--- src/rtl/qpsk_pkg.sv ---
// Shared QPSK constants and sample helpers used by the modulator and the demodulator.
// Samples are {HDR, c, c} with c the 2-bit signed constellation point.
package qpsk_pkg;

   localparam logic [3:0]        HDR       = 4'b0111;
   localparam logic signed [1:0] CONST_POS = 2'sb01;
   localparam logic signed [1:0] CONST_NEG = 2'sb11;

   // Hard decision: +1 (01) -> 1, -1 (11) -> 0.
   function automatic logic slice(input logic [7:0] sample);
      return ~sample[1];
   endfunction

   function automatic logic sample_ok(input logic [7:0] sample, input logic [3:0] hdr = HDR);
      return (sample[7:4] == hdr) && (sample[3:2] == sample[1:0]) &&
             ((sample[1:0] == CONST_POS) || (sample[1:0] == CONST_NEG));
   endfunction

endpackage

--- src/rtl/qpsk_slicer.sv ---
// Combinational I/Q hard slicer: yields the Q (older) and I (newer) bits plus a malformed flag.
// Zero latency, no flow control.
module qpsk_slicer
   import qpsk_pkg::*;
#(
   parameter logic [3:0] HDR = qpsk_pkg::HDR
)(
   input  logic [7:0] i_iz,
   input  logic [7:0] i_qz,
   output logic       o_qbit,
   output logic       o_ibit,
   output logic       o_bad
);

   assign o_qbit = slice(i_qz);
   assign o_ibit = slice(i_iz);
   assign o_bad  = ~sample_ok(i_iz, HDR) | ~sample_ok(i_qz, HDR);

endmodule

--- src/rtl/qpsk_demod.sv ---
// QPSK demodulator: slices I/Q symbols and packs them LSB-first into words; 1 clock from the last symbol.
// No backpressure on the symbol side; a word completing while the output is still held is dropped (overrun).
module qpsk_demod
   import qpsk_pkg::*;
#(
   parameter int         BYTE_BITS = 8,
   parameter logic [3:0] HDR       = qpsk_pkg::HDR,
   parameter int         ERR_W     = 8,
   localparam int        SPW       = BYTE_BITS / 2,
   localparam int        CNT_W     = (SPW > 1) ? $clog2(SPW) : 1
)(
   input  logic                 CLOCK_50,
   input  logic                 iRST_N,
   input  logic [7:0]           Iz_signal,
   input  logic [7:0]           Qz_signal,
   input  logic                 sym_valid,
   input  logic                 resync,
   input  logic                 clr_status,
   output logic [BYTE_BITS-1:0] byte_out,
   output logic                 byte_valid,
   input  logic                 byte_ready,
   output logic                 overrun,
   output logic [ERR_W-1:0]     err_count,
   output logic [CNT_W-1:0]     sym_cnt
);

   logic [BYTE_BITS-1:0] r_acc;
   logic [BYTE_BITS-1:0] r_byte;
   logic [CNT_W-1:0]     r_cnt;
   logic                 r_vld;
   logic                 r_ovr;
   logic [ERR_W-1:0]     r_err;

   logic [BYTE_BITS-1:0] w_word;
   logic                 w_qbit;
   logic                 w_ibit;
   logic                 w_bad;
   logic                 w_sym;
   logic                 w_last;
   logic                 w_free;
   logic                 w_take;

   qpsk_slicer #(.HDR(HDR)) u_slicer (
      .i_iz   (Iz_signal),
      .i_qz   (Qz_signal),
      .o_qbit (w_qbit),
      .o_ibit (w_ibit),
      .o_bad  (w_bad)
   );

   // Partial word with the current symbol merged into slot r_cnt.
   always_comb begin
      w_word = r_acc;
      for (int k = 0; k < SPW; k++) begin
         if (CNT_W'(k) == r_cnt) begin
            w_word[2*k]   = w_qbit;
            w_word[2*k+1] = w_ibit;
         end
      end
   end

   assign w_sym  = sym_valid & ~resync;
   assign w_last = w_sym & (r_cnt == CNT_W'(SPW - 1));
   assign w_free = ~r_vld | byte_ready;
   assign w_take = w_last & w_free;

   always_ff @(posedge CLOCK_50 or negedge iRST_N) begin
      if (!iRST_N) begin
         r_acc <= '0;
         r_cnt <= '0;
      end else if (resync) begin
         r_cnt <= '0;
      end else if (sym_valid) begin
         r_acc <= w_word;
         r_cnt <= w_last ? '0 : r_cnt + 1'b1;
      end
   end

   always_ff @(posedge CLOCK_50 or negedge iRST_N) begin
      if (!iRST_N) begin
         r_byte <= '0;
         r_vld  <= 1'b0;
      end else if (w_take) begin
         r_byte <= w_word;
         r_vld  <= 1'b1;
      end else if (r_vld && byte_ready) begin
         r_vld  <= 1'b0;
      end
   end

   // Clear has priority over any event arriving in the same cycle.
   always_ff @(posedge CLOCK_50 or negedge iRST_N) begin
      if (!iRST_N) begin
         r_ovr <= 1'b0;
         r_err <= '0;
      end else if (clr_status) begin
         r_ovr <= 1'b0;
         r_err <= '0;
      end else begin
         if (w_last && !w_free) begin
            r_ovr <= 1'b1;
         end
         if (w_sym && w_bad && (r_err != '1)) begin
            r_err <= r_err + 1'b1;
         end
      end
   end

   assign byte_out   = r_byte;
   assign byte_valid = r_vld;
   assign overrun    = r_ovr;
   assign err_count  = r_err;
   assign sym_cnt    = r_cnt;

endmodule

--- config.mk ---
export PLATFORM = sky130hd
export DESIGN_NAME = qpsk_demod
export DESIGN_NICKNAME = d
export VERILOG_FILES = /design/src/rtl/qpsk_pkg.sv /design/src/rtl/qpsk_slicer.sv /design/src/rtl/qpsk_demod.sv
export SDC_FILE = /design/constraint.sdc
export NUM_CORES = 1
export LEC_CHECK = 0
export CAP_MARGIN = 20
export CORE_ASPECT_RATIO = 0.6
export CORE_MARGIN = 5
export CORE_UTILIZATION = 45
export CTS_CLUSTER_SIZE = 24
export DETAILED_ROUTE_END_ITERATION = 10
export GPL_TIMING_DRIVEN = 0
export HOLD_SLACK_MARGIN = 0.02
export PLACE_DENSITY = 0.81
export SETUP_SLACK_MARGIN = 0.4
export SYNTH_ARGS = -nofsm -noshare
export SYNTH_HDL_FRONTEND = slang
export SYNTH_SLANG_ARGS = --single-unit
--- constraint.sdc ---
create_clock -name CLOCK_50 -period 2.2 [get_ports CLOCK_50]
set_input_delay 0.66 -clock CLOCK_50 [delete_from_list [all_inputs] [get_ports CLOCK_50]]
set_output_delay 0.66 -clock CLOCK_50 [all_outputs]
set_load 0.01 [all_outputs]
==> key figures, run 1 <==
Detailed routing
  • Total number of vias: 1,245
  • DRT Wirelength: 3690 um
  • Pre-antenna DRT Iters: 4
  • DR WL/cell: approximately 16 um
  • Starting DRT DRC Count: 134
  • Routed vias/inst: between 5 and 6
  • Antenna Nets Post-Route: 0
  • DRC Markers: 0

Worst setup path
  • Slowest-stage cell, CP: dfrtp_1
  • Worst endpoint required time: between 1.5 and 2 ns
  • Arr. time, crit path: around 1.1 ns
  • Reg-to-Reg Start: err_count[0]$_DFFE_PN0P_
  • Critical path peak fanout: 4
  • Critical path launch point type: flop
  • Worst Path Buf+Inv: 2
  • Crit path from: err_count[0]$_DFFE_PN0P_
  • Worst Setup End Kind: output pin
  • Worst reg2reg endpoint: err_count[0]$_DFFE_PN0P_
  • CP Class: flop to output pin
  • Critical path cell sequence: buf_4, dlygate4sd2_1
  • Flop2flop setup slack: 0.49 ns
  • Reg2reg path depth: 5
  • Largest delay share family, worst path: buffers and inverters
  • Slowest stage delay, CP: approximately 0.42 ns

Timing
  • RSZ-0062 raised after global routing: true
  • Clock skew: between 0.001 and 0.0015 ns
  • Setup WS post-layout: between 0.4 and 0.5 ns
  • Final Slew Violations: 0
  • Hold_ws: roughly 0.5 ns
  • Tcrit/Tclk final: 80.6%
  • Fmax: about 560 MHz
  • Measured slew at the worst slew-check pin: between 0.6 and 0.7 ns
  • Relative slew slack: between 50% and 60%
  • Hold Fails Final Rpt: 0
  • Minimum clock period: around 1.8 ns
  • Setup violators final: 0

Hold path
  • Hold path cells: 2
  • Hold Crit Endpoint: byte_out[2]$_DFFE_PN0P_
  • Hold Crit Class: flop to flop
  • Worst Hold Launch: byte_out[2]$_DFFE_PN0P_

Global routing
  • Largest net degree at the start of global routing: 27
  • Gr usage total: roughly a fifth
  • Initial antenna violation count: 0
  • Wire length of the first global-routing pass: between 6000 and 7000 um
  • Total congestion overflow: 0
  • Number of global-route vias before repair: approximately 1,300

Power and ir drop
  • Leak: ~1.0 nW
  • Final Power: about 1.0 mW
  • Peak supply drop: between 400 and 500 uV
  • Power density over the cells: approximately 530 nW/um^2

CTS
  • Clock buffer count from CTS: 3
  • TritonCTS clock tree: built
  • H-tree depth: 1
  • Clock-pin slew on the worst setup and hold paths: 0.08 ns
  • CTS sink cnt: 26
  • Clock Path Buffers: 2
  • Clock Latency Late Sink: 0.27 ns
  • Root Buffer: clkbuf_8
  • Post-CTS Hold Fix Bufs: 0

Layout
  • Most common cell after layout, fill and taps aside: dlygate4sd2_1
  • Fill count: 224
  • Layout cells sized above 1: between 10% and 20%
  • Total Nets Final: 223
  • Most frequent cells in the layout: dlygate4sd2_1, dfrtp_1, nand2_1, o21ai_0, buf_4
  • Ant diodes: 0
  • P&R area growth vs syn: 48.0%

Logic synthesis
  • Top FF cell, synth: dfrtp_1
  • Post-synth ARST share: between 90% and 100%
  • Synthesized area: 1330 um^2
  • Mapped Cells: between 100 and 150
  • Unique masters post-synth: 30
  • Sequential area share after synthesis: between 40% and 50%
  • Yosys warns: 0
  • Number of synthesized flops with an enable pin: 0
  • Syn nets: approximately 160
  • Flops & latches, synth: 26
  • Syn Area/Cell: 9.86 um^2

Die
  • Initial Util: between 40% and 50%
  • Total die area: between 4000 and 5000 um^2
  • Placeable core area: about 2900 um^2
  • # IOs: 42
  • Horiz. Die Dim: approximately 80 um
  • Die H: approximately 52 um
  • Row count: 15

Placed design
  • Pre-CTS setup slack: -0.306 ns
  • I/O Buffers: 41
  • HPWL Detailed: roughly 2600 um
  • Final Wtd Congestion: 0.828

Job
  • Max_cap viols: 0

Outcome
  • Outcome: completed
routing by layer:
metal  part of all wire [%]  vias to the layer above  track usage [%]
met5                      0                        -                0
met3                    5.8                       12             4.15
li1                       -                      583                -
met1                     43                      594             24.5
met2                     48                       56             32.6
met4                    3.1                        0             7.30
cells in the mapped netlist, types with 2 or more instances:
| master | instances | area [um^2] |
|---|---|---|
| xor2_1 | 2 | 17.5 |
| mux2_2 | 2 | 22.5 |
| ha_1 | 5 | 62.6 |
| nand2b_1 | 3 | 18.8 |
| clkbuf_1 | 2 | 7.51 |
| nand3_1 | 2 | 10.0 |
| mux2i_1 | 8 | 80.1 |
| nand4b_1 | 2 | 17.5 |
| nand2_1 | 21 | 78.8 |
| a211oi_1 | 2 | 15.0 |
| dfrtp_1 | 26 | 651 |
| o21ai_0 | 14 | 70.1 |
| nor3_1 | 3 | 15.0 |
| inv_1 | 6 | 22.5 |
| nand4_1 | 4 | 25.0 |
| nor2b_1 | 6 | 37.5 |
| nor2_1 | 12 | 45.0 |
| a21oi_1 | 2 | 10.0 |
| xnor2_1 | 2 | 17.5 |
layout make-up:
cell class	count	area (um^2)	share of cell area (%)
tap	42	52.6	2.67
inverter	6	22.5	1.14
sequential	26	652	33.1
buffer	3	21.3	1.08
multi-input combinational	100	704	35.7
timing repair buffer	56	477	24.2
clock buffer	3	41.3	2.10
flip-flops by register name, summed over array words and instances, names as in the netlist:
signal and flops:
byte_valid 1, r_acc 6, err_count 8, overrun 1, sym_cnt 2, byte_out 8
per-stage QoR:
step / setup TNS (ns) / instances / utilization (%) / cell area (um^2)
after floorplan: 0 / 135 / - / 1330
after CTS: 0 / 234 / 67.9 / 1940
after global placement: -2.42 / 218 / 62.9 / 1790
final: 0 / 236 / 69.1 / 1970
after global routing: 0 / 236 / 69.1 / 1970
after detailed placement: -3.26 / 218 / 62.9 / 1790
worst min-delay path, cell delays in order (launching register included):
cell     delay (ns)
dfrtp_1        0.35
nand2_1        0.04
o21ai_0        0.06
cells by family (layout without fill, tap and decap cells):
kind of cell	count (synthesis)	in the layout	share of synthesized area (%)
and+or+nand+nor	57	57	22.1
DFF	26	26	48.9
AOI/OAI and AO/OA	23	23	10.5
muxes	11	11	8.55
buffers and inverters	9	68	2.63
adders and majority gates	5	5	4.70
xor gates and xnor gates	4	4	2.63
worst max path at each step:
stage / end / slack (ns) / cells past startpoint
3_3_place_gp: err_count[0]$_DFFE_PN0P_ / -0.27 / 6
6_report: err_count[0] / 0.43 / 2
4_1_cts: err_count[5]$_DFFE_PN0P_ / 0.34 / 1
3_5_place_dp: err_count[0]$_DFFE_PN0P_ / -0.31 / 6
2_1_floorplan: err_count[0]$_DFFE_PN0P_ / 0.45 / 5
5_1_grt: err_count[7]$_DFFE_PN0P_ / 0.35 / 6
timing repair:
action | CTS | global route
buffers inserted | 13 | 1
resized for setup | 61 | 4
cloned | 0 | 0
setup endpoints to repair | 36 | 7
pin swaps | 11 | 6
report_power, final:
group | leakage [nW] | switching [mW] | internal [mW]
registers | 0.349 | 0.0325 | 0.531
logic | 0.632 | 0.116 | 0.107
clock network | 0.0216 | 0.142 | 0.123
(Power assumes the default switching activity.)
==> run 2: changes to the inputs <==
Clock period 2.2 ns to 1.71 ns, I/O delays scaled along.
==> run 2 against run 1 <==
Compared with the run above:
- combinational power rose by 69%
- clock power rose by 33%
- die area did not move
- via count rose by 8.8%
- hold slack got worse by 0.14 ns
- wire length rose by 21%
- highest routed layer unchanged
==> key figures, run 2 (synthesized netlist as in run 1, its figures left out) <==
Outcome
  • Outcome: completed (unchanged)

Layout
  • Most frequent cells in the layout: buf_4, dfrtp_1, nand2_1, buf_2, nor2_1 (was dlygate4sd2_1, dfrtp_1, nand2_1, o21ai_0, buf_4)
  • Final core utilization: 77.0% (was 69.1%)
  • Layout cells sized above 1: 46.0% (was 19.6%)
  • Ant diodes: 0 (unchanged)
  • Total Nets Final: 240 (was 223)
  • Most common cell after layout, fill and taps aside: buf_4 (was dlygate4sd2_1)
  • Fill count: 185 (was 224)
  • Finished Layout Cells: 253 (was 236)
  • Sequential Area: 652 um^2 (unchanged)
  • Multi-input logic area: 821 um^2 (was 704 um^2)
  • P&R area growth vs syn: 65.0% (was 48.0%)

Detailed routing
  • DRT Wirelength: 4480 um (was 3690 um)
  • Pre-antenna DRT Iters: 4 (unchanged)
  • DRC Markers: 0 (unchanged)
  • Starting DRT DRC Count: 163 (was 134)
  • Antenna Nets Post-Route: 0 (unchanged)
  • DR WL/cell: 17.7 um (was 15.7 um)
  • Routed vias/inst: 5.36 (was 5.28)
  • Total number of vias: 1,355 (was 1,245)

Die
  • Die H: 52.1 um (unchanged)
  • # IOs: 42 (unchanged)
  • Row count: 15 (unchanged)
  • Initial Util: 46.7% (unchanged)
  • Placeable core area: 2850 um^2 (unchanged)
  • Horiz. Die Dim: 80.2 um (unchanged)
  • Total die area: 4180 um^2 (unchanged)

Power and ir drop
  • Net Sw Power: 0.430 mW (was 0.290 mW)
  • Combinational group share of total power: 25.8% (was 21.2%)
  • Switch share: 29.5% (was 27.6%)
  • Int Power: 1.03 mW (was 0.760 mW)
  • Power density over the cells: 663 nW/um^2 (was 533 nW/um^2)
  • Seq pwr share: 50.1% (was 53.7%)
  • Clk pwr share: 24.1% (was 25.2%)
  • Leak: 1.07 nW (was 1.00 nW)
  • Peak supply drop: 649 uV (was 429 uV)

Worst setup path
  • Largest delay share family, worst path: flip-flops (was buffers and inverters)
  • Flop2flop setup slack: 0.09 ns (was 0.49 ns)
  • Slowest-stage cell, CP: dfrtp_1 (unchanged)
  • Worst Path Buf+Inv: 1 (was 2)
  • Slowest stage delay, CP: 0.40 ns (was 0.42 ns)
  • Worst endpoint required time: 1.88 ns (was 1.54 ns)
  • CP Class: flop to flop (was flop to output pin)
  • Crit path from: err_count[1]$_DFFE_PN0P_ (was err_count[0]$_DFFE_PN0P_)
  • Worst Setup End Kind: flop (was output pin)
  • Critical path cell sequence: ha_2, nand4_1, buf_4, o211ai_1, a21oi_2, xnor2_1, nor2_1 (was buf_4, dlygate4sd2_1)
  • Reg-to-Reg Start: err_count[1]$_DFFE_PN0P_ (was err_count[0]$_DFFE_PN0P_)
  • Critical path peak fanout: 3 (was 4)
  • Reg2reg path depth: 7 (was 5)
  • Critical path launch point type: flop (unchanged)
  • Arr. time, crit path: 1.79 ns (was 1.11 ns)
  • Worst reg2reg endpoint: err_count[2]$_DFFE_PN0P_ (was err_count[0]$_DFFE_PN0P_)
  • CP Depth: 7 (was 2)

Placed design
  • Cells after DPL: 218 (unchanged)
  • Pre-CTS setup slack: -0.670 ns (was -0.306 ns)
  • HPWL Detailed: 2550 um (was 2610 um)
  • I/O Buffers: 41 (unchanged)
  • Final Wtd Congestion: 0.782 (was 0.828)

Global routing
  • Largest net degree at the start of global routing: 27 (unchanged)
  • Initial antenna violation count: 0 (unchanged)
  • Total congestion overflow: 0 (unchanged)
  • Wire length of the first global-routing pass: 6260 um (was 6180 um)
  • Number of global-route vias before repair: 1,334 (was 1,300)
  • Gr usage total: 19.9% (was 19.3%)

Timing
  • Clock skew: 0.0116 ns (was 0.00141 ns)
  • Hold Fails Final Rpt: 0 (unchanged)
  • Minimum clock period: ~1.6 ns
  • Relative slew slack: 54.5% (was 59.0%)
  • Fmax: 618 MHz
  • Setup WS post-layout: 0.0909 ns (was 0.428 ns)
  • Setup_tns: 0 ns (unchanged)
  • Measured slew at the worst slew-check pin: 0.682 ns (was 0.613 ns)
  • RSZ-0062 raised after global routing: true (unchanged)
  • Tcrit/Tclk final: a little over nine tenths
  • Final Slew Violations: 0 (unchanged)
  • Setup violators final: 0 (unchanged)

Hold path
  • Hold Crit Class: input port to async pin (was flop to flop)

CTS
  • Root Buffer: clkbuf_8 (unchanged)
  • CTS sink cnt: 26 (unchanged)
  • TritonCTS clock tree: built (unchanged)
  • H-tree depth: 1 (unchanged)
  • Clock Latency Late Sink: 0.28 ns (was 0.27 ns)
  • Post-CTS Hold Fix Bufs: 0 (unchanged)
  • Clock buffer count from CTS: 3 (unchanged)
  • Clock-pin slew on the worst setup and hold paths: 0.09 ns (was 0.08 ns)
  • Clock Path Buffers: 2 (unchanged)

Job
  • Max_cap viols: 0 (unchanged)
[run 2: cell type report]
class,instances,area share [%]
buffer,3,1.59
clock buffer,3,1.88
inverter,6,1.03
multi-input combinational,100,37.4
sequential,26,29.7
tap,42,2.39
timing repair buffer,73,26.1
[run 2: power groups by stage]
stage,Clock [mW],Sequential [mW],Combinational (mW)
after floorplan,0,0.745,0.115
after global placement,0,0.734,0.282
after detailed placement,0,0.740,0.295
after CTS,0.341,0.721,0.303
after global routing,0.384,0.738,0.405
final,0.352,0.729,0.376
[run 2: worst max-delay path by stage]
stage                                           to  slack [ns]
after detailed placement  err_count[0]$_DFFE_PN0P_       -0.67
after global routing      err_count[5]$_DFFE_PN0P_        0.02
after global placement    err_count[0]$_DFFE_PN0P_       -0.62
final                     err_count[2]$_DFFE_PN0P_        0.09
after CTS                 err_count[0]$_DFFE_PN0P_        0.12
after floorplan           err_count[0]$_DFFE_PN0P_        0.11
[run 2: per-stage QoR]
step                area, um^2  power [mW]  hold WS, ns
floorplan                 1390       0.860        0.217
global placement          1850        1.02        0.461
detailed placement        1850        1.03        0.472
CTS                       2000        1.36        0.375
global route              2200        1.53        0.400
finish                    2200        1.46        0.351
[run 2: per-layer routing]
metal / GRT usage [%] / vias to the layer above / share of wire [%]
li1: - / 615 / -
met1: 25.8 / 660 / 41
met2: 33.7 / 66 / 51
met3: 4.50 / 14 / 5.9
met4: 5.34 / 0 / 2.5
met5: 0 / - / 0
[run 2: repair_timing]
action | 4_1_cts | 5_1_grt
pin swaps | 13 | 6
endpoints found under the setup margin | 71 | 44
setup buffers | 20 | 11
hold endpoints to repair | 0 | 0
cloned | 0 | 1
resized for setup | 128 | 50
==> run 3: changes to the inputs <==
Settings changed: CORE_UTILIZATION 45 to 30, PLACE_DENSITY 0.81 to 0.59.
==> run 3 against run 2 <==
Compared with the run above:
- global-route usage decreased by 6.1 points
- wire length shrank 12%
- final cell count is 9.1% higher
- sequential power barely moved
- count of clock-buffer cells in the layout grew 1
- first-iteration DRC count fell by 74%
- core utilization down 22 points
- largest cell class unchanged
==> key figures, run 3 (synthesized netlist as in run 1, its figures left out) <==
Die
  • Placeable core area: 4190 um^2 (was 2850 um^2)
  • Horiz. Die Dim: 96 um (was 80.2 um)
  • Die H: 61.6 um (was 52.1 um)
  • Initial Util: 31.8% (was 46.7%)
  • # IOs: 42 (unchanged)
  • Total die area: 5910 um^2 (was 4180 um^2)
  • Row count: 18 (was 15)

Worst setup path
  • Worst Path Buf+Inv: 1 (unchanged)
  • Arr. time, crit path: 1.77 ns (was 1.79 ns)
  • Reg2reg path depth: 6 (was 7)
  • Critical path cell sequence: buf_4, and3_4, nand4_1, a211oi_4, a311oi_2, a41o_1 (was ha_2, nand4_1, buf_4, o211ai_1, a21oi_2, xnor2_1, nor2_1)
  • CP Class: flop to flop (unchanged)
  • Critical path peak fanout: 4 (was 3)
  • Worst Setup End Kind: flop (unchanged)
  • Worst endpoint required time: 1.87 ns (was 1.88 ns)
  • Worst reg2reg endpoint: err_count[7]$_DFFE_PN0P_ (was err_count[2]$_DFFE_PN0P_)
  • Critical path launch point type: flop (unchanged)
  • Crit path from: err_count[2]$_DFFE_PN0P_ (was err_count[1]$_DFFE_PN0P_)
  • Slowest stage delay, CP: 0.37 ns (was 0.40 ns)
  • Flop2flop setup slack: 0.10 ns (was 0.09 ns)
  • Slowest-stage cell, CP: dfrtp_1 (unchanged)
  • Reg-to-Reg Start: err_count[2]$_DFFE_PN0P_ (was err_count[1]$_DFFE_PN0P_)
  • Largest delay share family, worst path: compound AO/OA/AOI/OAI gates (was flip-flops)

Layout
  • Final core utilization: 55.4% (was 77.0%)
  • Most frequent cells in the layout: buf_4, dfrtp_1, nand2_1, buf_2, buf_6 (was buf_4, dfrtp_1, nand2_1, buf_2, nor2_1)
  • Ant diodes: 0 (unchanged)
  • Finished Layout Cells: 276 (was 253)
  • Layout cells sized above 1: 48.6% (was 46.0%)
  • P&R area growth vs syn: 74.3% (was 65.0%)
  • Most common cell after layout, fill and taps aside: buf_4 (unchanged)
  • Total Nets Final: 244 (was 240)

Timing
  • Final Slew Violations: 0 (unchanged)
  • Hold Fails Final Rpt: 0 (unchanged)
  • Relative slew slack: 57.2% (was 54.5%)
  • RSZ-0062 raised after global routing: true (unchanged)
  • Clock skew: 0.00351 ns (was 0.0116 ns)
  • Setup violators final: 0 (unchanged)
  • Minimum clock period: 1.61 ns (was 1.62 ns)
  • Measured slew at the worst slew-check pin: 0.640 ns (was 0.682 ns)
  • Fmax: 623 MHz (was 618 MHz)
  • Hold_ws: 0.472 ns (was 0.351 ns)
  • Tcrit/Tclk final: 93.9% (was 94.7%)
  • Setup WS post-layout: 0.105 ns (was 0.0909 ns)

Detailed routing
  • DRT Wirelength: 3970 um (was 4480 um)
  • Pre-antenna DRT Iters: 6 (was 4)
  • Routed vias/inst: 4.68 (was 5.36)
  • Antenna Nets Post-Route: 0 (unchanged)
  • DRC Markers: 0 (unchanged)
  • Total number of vias: 1,293 (was 1,355)
  • Starting DRT DRC Count: 42 (was 163)
  • DR WL/cell: 14.4 um (was 17.7 um)

Global routing
  • Number of global-route vias before repair: 1,250 (was 1,334)
  • Gr usage total: 13.8% (was 19.9%)
  • Largest net degree at the start of global routing: 15 (was 27)
  • Wire length of the first global-routing pass: 6130 um (was 6260 um)
  • Total congestion overflow: 0 (unchanged)
  • Initial antenna violation count: 0 (unchanged)

Power and ir drop
  • Combinational group share of total power: 25.1% (was 25.8%)
  • Power density over the cells: 643 nW/um^2 (was 663 nW/um^2)
  • Switch share: 26.9% (was 29.5%)
  • Peak supply drop: 288 uV (was 649 uV)
  • Final Power: 1.49 mW (was 1.46 mW)
  • Net Sw Power: 0.401 mW (was 0.430 mW)
  • Int Power: 1.09 mW (was 1.03 mW)
  • Clk pwr share: 26.1% (was 24.1%)
  • Leak: 1.08 nW (was 1.07 nW)
  • Seq pwr share: 48.8% (was 50.1%)

Job
  • Max_cap viols: 0 (unchanged)

Hold path
  • Worst Hold Launch: Iz_signal[1]
  • Hold Crit Endpoint: r_acc[5]$_DFFE_PN0P_
  • Hold path cells: 2
  • Hold Crit Class: input port to flop (was input port to async pin)

CTS
  • Clock Path Buffers: 2 (unchanged)
  • H-tree depth: 1 (unchanged)
  • CTS sink cnt: 26 (unchanged)
  • Post-CTS Hold Fix Bufs: 0 (unchanged)
  • Clock-pin slew on the worst setup and hold paths: 0.08 ns (was 0.09 ns)
  • Clock Latency Late Sink: 0.27 ns (was 0.28 ns)
  • Root Buffer: clkbuf_8 (unchanged)
  • Clock buffer count from CTS: 3 (unchanged)
  • TritonCTS clock tree: built (unchanged)

Placed design
  • HPWL Detailed: 2700 um (was 2550 um)
  • I/O Buffers: 41 (unchanged)
  • Final Wtd Congestion: 0.850 (was 0.782)
  • Pre-CTS setup slack: -0.673 ns (was -0.670 ns)
  • Cells after DPL: 237 (was 218)

Outcome
  • Outcome: completed (unchanged)
## run 3: cell count changes in the layout (fill, tap and decap cells not counted), moves of 3 or more
| cell | change |
|---|---|
| clkbuf_2 | -3 |
| o21ai_1 | -7 |
| buf_6 | +10 |
| dlygate4sd2_1 | -5 |
| o21ai_0 | +7 |
| clkdlybuf4s15_1 | +5 |
## run 3: how the worst max path moves through the flow
stage / endpoint / cells after the start / slack (ns)
after floorplan: err_count[0]$_DFFE_PN0P_ / 5 / 0.11
after global placement: err_count[0]$_DFFE_PN0P_ / 6 / -0.65
after detailed placement: err_count[0]$_DFFE_PN0P_ / 6 / -0.67
after CTS: err_count[0]$_DFFE_PN0P_ / 5 / 0.14
after global routing: err_count[7]$_DFFE_PN0P_ / 6 / 0.04
final: err_count[7]$_DFFE_PN0P_ / 6 / 0.10
## run 3: what timing repair did
item                                    CTS  global route
pin swaps                                17            11
hold endpoints to repair                  0             0
gates cloned                              1             0
endpoints found under the setup margin   44            40
gates resized for setup                 160            34
buffers inserted                         25             9
## run 3: area by class of cell
cell class	count	area, um^2
Buffer	3	31.3
Clock buffer	4	55.1
Fill cell	367	1870
Inverter	6	25.0
Multi-Input combinational cell	100	846
Sequential cell	26	654
Tap cell	60	75.1
Timing Repair Buffer	77	634
## run 3: metal layers
| layer | vias up | global-route usage, % | part of all wire (%) |
|---|---|---|---|
| met5 | - | 0 | 0 |
| met4 | 0 | 3.44 | 1.5 |
| met3 | 8 | 3.54 | 5.7 |
| met2 | 38 | 22.0 | 47 |
| met1 | 622 | 18.9 | 46 |
| li1 | 625 | - | - |
## run 3: per-stage QoR
step,cell area (um^2),setup TNS [ns]
2_1_floorplan,1390,0
3_3_place_gp,1870,-11.32
3_5_place_dp,1890,-7.13
4_1_cts,2120,0
5_1_grt,2320,0
6_report,2320,0
## run 3: power by group through the flow
stage	Clock [mW]	Combinational, mW	Sequential (mW)
final	0.389	0.375	0.727
after global placement	0	0.289	0.737
after detailed placement	0	0.298	0.744
after global routing	0.417	0.412	0.739
after CTS	0.400	0.323	0.724
after floorplan	0	0.115	0.745
